==> config.mk <==
export PLATFORM = sky130hd
export DESIGN_NAME = serial_nibble_receiver
export DESIGN_NICKNAME = d
export VERILOG_FILES = /design/src/rtl/serial_nibble_receiver_pkg.sv /design/src/rtl/serial_nibble_receiver_bit_timer.sv /design/src/rtl/serial_nibble_receiver.sv
export SDC_FILE = /design/constraint.sdc
export NUM_CORES = 1
export LEC_CHECK = 0
export CORE_MARGIN = 3
export CORE_UTILIZATION = 52
export CTS_CLUSTER_DIAMETER = 200
export CTS_CLUSTER_SIZE = 8
export DETAILED_ROUTE_END_ITERATION = 16
export HOLD_SLACK_MARGIN = 0.05
export MAX_ROUTING_LAYER = met4
export PLACE_DENSITY = 0.83
export SYNTH_ARGS = -nofsm -noshare
export SYNTH_HDL_FRONTEND = slang
export SYNTH_HIERARCHICAL = 1
export SYNTH_SLANG_ARGS = --single-unit
==> constraint.sdc <==
create_clock -name clk -period 2.1 [get_ports clk]
set_input_delay 0.315 -clock clk [delete_from_list [all_inputs] [get_ports clk]]
set_output_delay 0.315 -clock clk [all_outputs]
set_load 0.02 [all_outputs]
==> src/rtl/serial_nibble_receiver_pkg.sv <==
// serial_nibble_receiver_pkg: shared FSM state encoding and default frame geometry
package serial_nibble_receiver_pkg;
  typedef enum logic [2:0] {IDLE, START, DATA, STOP, BREAK} state_t;
  localparam int DEF_CLKS_PER_BIT = 8;
  localparam int DEF_DATA_WIDTH = 4;
endpackage

==> src/rtl/serial_nibble_receiver_bit_timer.sv <==
// bit_timer: per-bit cycle counter with clear, half-period and full-period ticks
module bit_timer
  import serial_nibble_receiver_pkg::*;
#(
  parameter int CLKS_PER_BIT = DEF_CLKS_PER_BIT
) (
  input  logic clk,
  input  logic reset,
  input  logic clear,
  output logic half,
  output logic full
);
  localparam int W = $clog2(CLKS_PER_BIT);
  logic [W-1:0] cnt;
  assign half = cnt == W'(CLKS_PER_BIT / 2 - 1);
  assign full = cnt == W'(CLKS_PER_BIT - 1);
  always_ff @(posedge clk)
    cnt <= (reset || clear || full) ? '0 : cnt + 1'b1;
endmodule

==> src/rtl/serial_nibble_receiver.sv <==
// serial_nibble_receiver: recovers start/data/stop serial frames into a parallel nibble with load strobe
module serial_nibble_receiver
  import serial_nibble_receiver_pkg::*;
#(
  parameter int DATA_WIDTH   = DEF_DATA_WIDTH,
  parameter int CLKS_PER_BIT = DEF_CLKS_PER_BIT
) (
  input  logic                  clk,
  input  logic                  reset,
  input  logic                  serial_in,
  output logic [DATA_WIDTH-1:0] data,
  output logic                  load,
  output logic                  frame_err,
  output logic                  busy
);
  localparam int IW = DATA_WIDTH > 1 ? $clog2(DATA_WIDTH) : 1;
  state_t state, next_state;
  logic meta, rx, half, full, stop_ok, last_bit;
  logic [IW-1:0] idx;
  logic [DATA_WIDTH-1:0] shreg;
  bit_timer #(.CLKS_PER_BIT(CLKS_PER_BIT)) u_timer (
    .clk   (clk),
    .reset (reset),
    .clear (next_state != state),
    .half  (half),
    .full  (full)
  );
  assign last_bit = idx == IW'(DATA_WIDTH - 1);
  assign busy = state != IDLE;
  // stop_ok holds STOP for one extra cycle so load and the return to IDLE land together
  always_comb begin
    next_state = state;
    case (state)
      IDLE:    next_state = rx ? IDLE : START;
      START:   next_state = !half ? START : rx ? IDLE : DATA;
      DATA:    next_state = full && last_bit ? STOP : DATA;
      STOP:    next_state = stop_ok ? IDLE : (full && !rx) ? BREAK : STOP;
      BREAK:   next_state = rx ? IDLE : BREAK;
      default: next_state = IDLE;
    endcase
  end
  always_ff @(posedge clk) begin
    if (reset) begin
      meta      <= 1'b1;
      rx        <= 1'b1;
      state     <= IDLE;
      idx       <= '0;
      shreg     <= '0;
      data      <= '0;
      load      <= 1'b0;
      frame_err <= 1'b0;
      stop_ok   <= 1'b0;
    end else begin
      meta      <= serial_in;
      rx        <= meta;
      state     <= next_state;
      idx       <= state == DATA ? (full ? idx + 1'b1 : idx) : '0;
      if (state == DATA && full) shreg <= {rx, shreg[DATA_WIDTH-1:1]};
      stop_ok   <= state == STOP && full && rx;
      frame_err <= state == STOP && full && !rx;
      load      <= stop_ok;
      if (stop_ok) data <= shreg;
    end
  end
endmodule

---- Word level (Yosys, flattened, before mapping) ----
Cells that the tools add are included.
storage, ports and cells
  register bits ........................... 21
  latch bits .............................. 0
  bits in writable memories ............... 0
  ROM bits ................................ 0
  input port bits ......................... 3
  output and inout bits ................... 7
  logic and storage cells ................. 41
  memories kept ........................... 0
operators by class
  $add $sub $neg .......................... 2
  multiply operators ...................... 0
  divide/modulo/power cells ............... 0
  $lt $le $gt $ge ......................... 0
  equal/unequal tests ..................... 8
  shift-type cells ........................ 0
  multiplexer cells ....................... 8
  bitwise operators ....................... 1
  reduce and logical (&&, ||, !) cells .... 12
operators by type and width
  kind                   count
  $pmux W3 S5            1
  $eq A3 B2 Y1 const B   3
  $mux W3                3
  $eq A3 B3 Y1 const B   2
  $logic_and A1 B1 Y1    6
  $mux W2                2
  $add A3 B1 Y3 const B  1
  $eq A3 B1 Y1 const B   1
  $logic_not A3 Y1       1
  $ne A3 B3 Y1           1
  $reduce_bool A3 Y1     1
  $add A2 B1 Y2 const B  1
  $eq A2 B2 Y1 const B   1
  $logic_or A1 B1 Y1     2
  $mux W1                2
  $reduce_or A2 Y1       1
  $logic_not A1 Y1       1
  $not A1 Y1             1

---- Logic depth before layout (Yosys ltp) ----
  depth after elaboration ................. 8
  mapped depth ............................ 7
  depth with buffers taken out ............ 6

---- Hierarchy ----
The synthesis kept the hierarchy.
modules (own cells, without submodules)
  module                  instances  cells an instance  area an instance (um^2)  sequential area each (um^2)
  serial_nibble_receiver  1          75                 740.7                    360.3
  bit_timer               1          10                 128.9                    60.1

---- Worst setup path after synthesis ----
OpenSTA, ideal clock, no wires.
  path kind ............................... flip-flop to flip-flop
  start ................................... reg u_timer.cnt[0]
  end ..................................... reg u_timer.cnt[0]
  setup time .............................. 138 ps
  arrival time ............................ 1559 ps
  required time ........................... 1962 ps
  path slack .............................. 403 ps
  stages on the path, launching flop included .. 8
  path buffers ............................ 1
  period minus slack after synthesis ...... 1697 ps
  cells stage by stage .................... dfxtp_1 > ha_1 > ha_1 > buf_2 > nand2b_1 > o2bb2ai_1 > a311oi_1 > nor4_1
on the way
  cells in the longest elaborated chain, start to end .. 8
  elaborated cells between the ends (all ways) .. 13
  those cells by class .................... add/sub (1); eq/ne (3); mux (5); reduce/logical (4)
ends and longest elaborated chain
  item                      line                                    RTL
  start: declaration        serial_nibble_receiver_bit_timer.sv:14  logic [W-1:0] cnt;
  start signal: assignment  serial_nibble_receiver_bit_timer.sv:18  cnt <= (reset || clear || full) ? '0 : cnt + 1'b1;
  $eq A3 B3 Y1 *            serial_nibble_receiver_bit_timer.sv:16  assign full = cnt == W'(CLKS_PER_BIT - 1);
  via full                  serial_nibble_receiver.sv:18            logic meta, rx, half, full, stop_ok, last_bit;
  $logic_and A1 B1 Y1       serial_nibble_receiver.sv:37            STOP: next_state = stop_ok ? IDLE : (full && !rx) ? BREAK : STOP;
  $mux W3 (2 in series)     serial_nibble_receiver.sv:37
  $pmux W3 S5               serial_nibble_receiver.sv:33            case (state)
  $ne A3 B3 Y1              serial_nibble_receiver.sv:24            .clear (next_state != state),
  $logic_or A1 B1 Y1        serial_nibble_receiver_bit_timer.sv:18
  $logic_or A1 B1 Y1 *      serial_nibble_receiver_bit_timer.sv:18
Mark *: on every way through the listed nets, which the timed path passes. The rest lies on a longest branch.
A chain may end at the register's enable or synchronous reset.

---- Worst setup path after layout ----
  start ................................... reg state[0]
  end ..................................... out busy
on the way
  cells in the longest elaborated chain, start to end .. 1
ends and longest elaborated chain
  item                      line                          RTL
  start: declaration        serial_nibble_receiver.sv:17  state_t state, next_state;
  start signal: assignment  serial_nibble_receiver.sv:56  state <= next_state;
  $reduce_bool A3 Y1        serial_nibble_receiver.sv:29  assign busy = state != IDLE;
  end: declaration          serial_nibble_receiver.sv:14  output logic busy
No other way between the ends.

==> out/metrics.yaml <==
cts_inserted_buffers: 3
hp-class: "reg2reg"
leakage_nw: 0.338
final_common_cell: "dfxtp_1"
htreeDepth: 1
finalCriticalPeriod_ns: 2.00
startpoint_type: "flop"
ctsResizeCount: 0
synthTopCellsByArea: "dfxtp_1, mux2i_1, ha_1"
postLayoutCoreUtil_pct: 63.4
grt_pass1_wl_um: 2660
synth_edf_count: 0
vdd_drop_max_mv: 0.606
arrival_ns: 1.68
grt_pass1_vias: 625
max_freq_ghz: 0.501
antenna_cells: 0
mostFrequentLayoutCells: "dfxtp_1, nor2_1, mux2i_1, clkdlybuf4s50_1, nor4_1"
timing.final.crit_share_pct: 95.1
synthesis.nets: 92
chipWidth_um: 46.9
finalInstanceArea_sq_um: 977
finalClockSkew_ns: 0.00410
fin_nets: 100
cts.sinks: 21
path_class: "reg2out"
hpwl_um: 1070
cts.reportedPaths.clkPinSlew_ns: 0.11
io_pins: 10
synth-main-ff-cell: "dfxtp_1"
endpoint_kind: "output pin"
drt_iter0_markers: 19
multi_input_area_sq_um: 397
post_cts_buffers: 0
cp.required_ns: 1.78
synthToLayoutAreaGrowth_pct: 12.4
syn_area_per_cell_sq_um: 10.2
hold_viol: 0
ys_async_sr_fraction_pct: 0
overflow: 0
status: "finished, final reports clean"
drv_cap: 0
viasPerCell: 6.18
wl_um: 1540
final-setup-viol-count: 0
grtUsageTotal_pct: 18.0
place.gp.congestion: 0.894
grt_setup_unrepaired: "false"
ys.warnings.count: 6
hold_ws_ns: 0.423
clk_latency_ns: 0.30
cp_max_fo: 12
relSlewSlack_pct: 60.2
tritoncts: "yes"
via_count: 667
design.core.area_sq_um: 1540
antenna_found_initial: 0
seq_area_sq_um: 420
io_buffers: 9
start_util_pct: 56.4
drtPass1Iterations: 4
dieArea_sq_um: 2200
place_area_sq_um: 947
setup-tns-final_ns: 0
ant_nets: 0
layout-drive-gt1-share_pct: 10.9
wl_per_cell_um: 14.3
syn_area_sq_um: 870
drc_errors: 0
synth.distinct_cells: 28
postSynthCellCount: 85
grt_max_degree: 18
root_buffer: "clkbuf_4"
dieHeight_um: 46.9
rows: 14
ys_seq_elements: 21
tightestPinTransition_ns: 0.595
cts_buffer_depth: 2
report.final.slew_viol_count: 0
yosysTopAreaCellShare_pct: 48.3
ys_seq_area_share_pct: 48.3
holdBufCountCts: 0
synth_area_leader_cell: "dfxtp_1"
cellPowerDensity_nw_per_um2: 674
nFillCells: 130
## state kept, by name, indices dropped and copies added, names as in the netlist
register,cells
u_timer/cnt,3
state,3
stop_ok,1
load,1
rx,1
data,4
shreg,4
frame_err,1
idx,2
meta,1
## worst paths after layout
check | slack (ns) | end | cells past startpoint | startpoint
worst max-delay path | 0.10 | busy | 2 | state[0]
worst min-delay path | 0.42 | rx | 1 | meta
worst max register to register | 0.20 | u_timer/cnt[2] | 6 | u_timer/cnt[0]
worst min register to register | 0.42 | rx | 1 | meta
## stage by stage
stage               setup slack (ns)  cells  total power, W
detailed placement             0.127    104        0.000475
global placement               0.283    104        0.000473
floorplan                      0.403     85        0.000459
global route                  0.0208    108        0.000688
CTS                            0.103    108        0.000665
finish                         0.103    108        0.000659
## synth_stat cells, types with 2 or more instances
cell type,n
dfxtp_1,21
mux2i_1,9
nor2_1,9
nor4_1,7
buf_2,5
ha_1,4
nor3_1,3
a311oi_1,2
inv_1,2
nand2b_1,2
nand3_1,2
nor2b_1,2
or2_2,2
## worst max-delay path, stage by stage (launching register included)
cell and delay, ns:
dfxtp_1 0.43, or3_1 0.41, clkdlybuf4s50_1 0.54
## where the power goes
| group | leakage (nW) | switching, W | total [W] | internal (W) |
|---|---|---|---|---|
| Sequential | 0.170 | 0.0000117 | 0.000420 | 0.000408 |
| Combinational | 0.150 | 0.0000237 | 0.0000483 | 0.0000246 |
| Clock | 0.0177 | 0.000119 | 0.000190 | 0.0000711 |
## metal layers
metal	global-route usage, %	part of all wire, %	vias up
li1	-	-	316
met1	19.4	42	331
met2	27.6	51	18
met3	8.43	5.6	2
met4	8.84	0.78	0
met5	-	0	-
## cell families after synthesis
kind of cell / share of synthesized area, %
buffers and inverters: 6.33
adders and majority gates: 5.76
xor gates and xnor gates: 1.01
AOI/OAI and AO/OA: 5.32
and+or+nand+nor: 22.9
muxes: 10.4
DFF: 48.3
## area by class of cell
| class | count | area share, % |
|---|---|---|
| clock buffers | 3 | 2.30 |
| repair buffers | 11 | 10.8 |
| well taps | 16 | 2.05 |
| clock inverters | 1 | 0.512 |
| inverters | 2 | 0.768 |
| multi-input cells | 54 | 40.6 |
| flip-flops and latches | 21 | 43.0 |
Power figures use the tool's default switching activity.
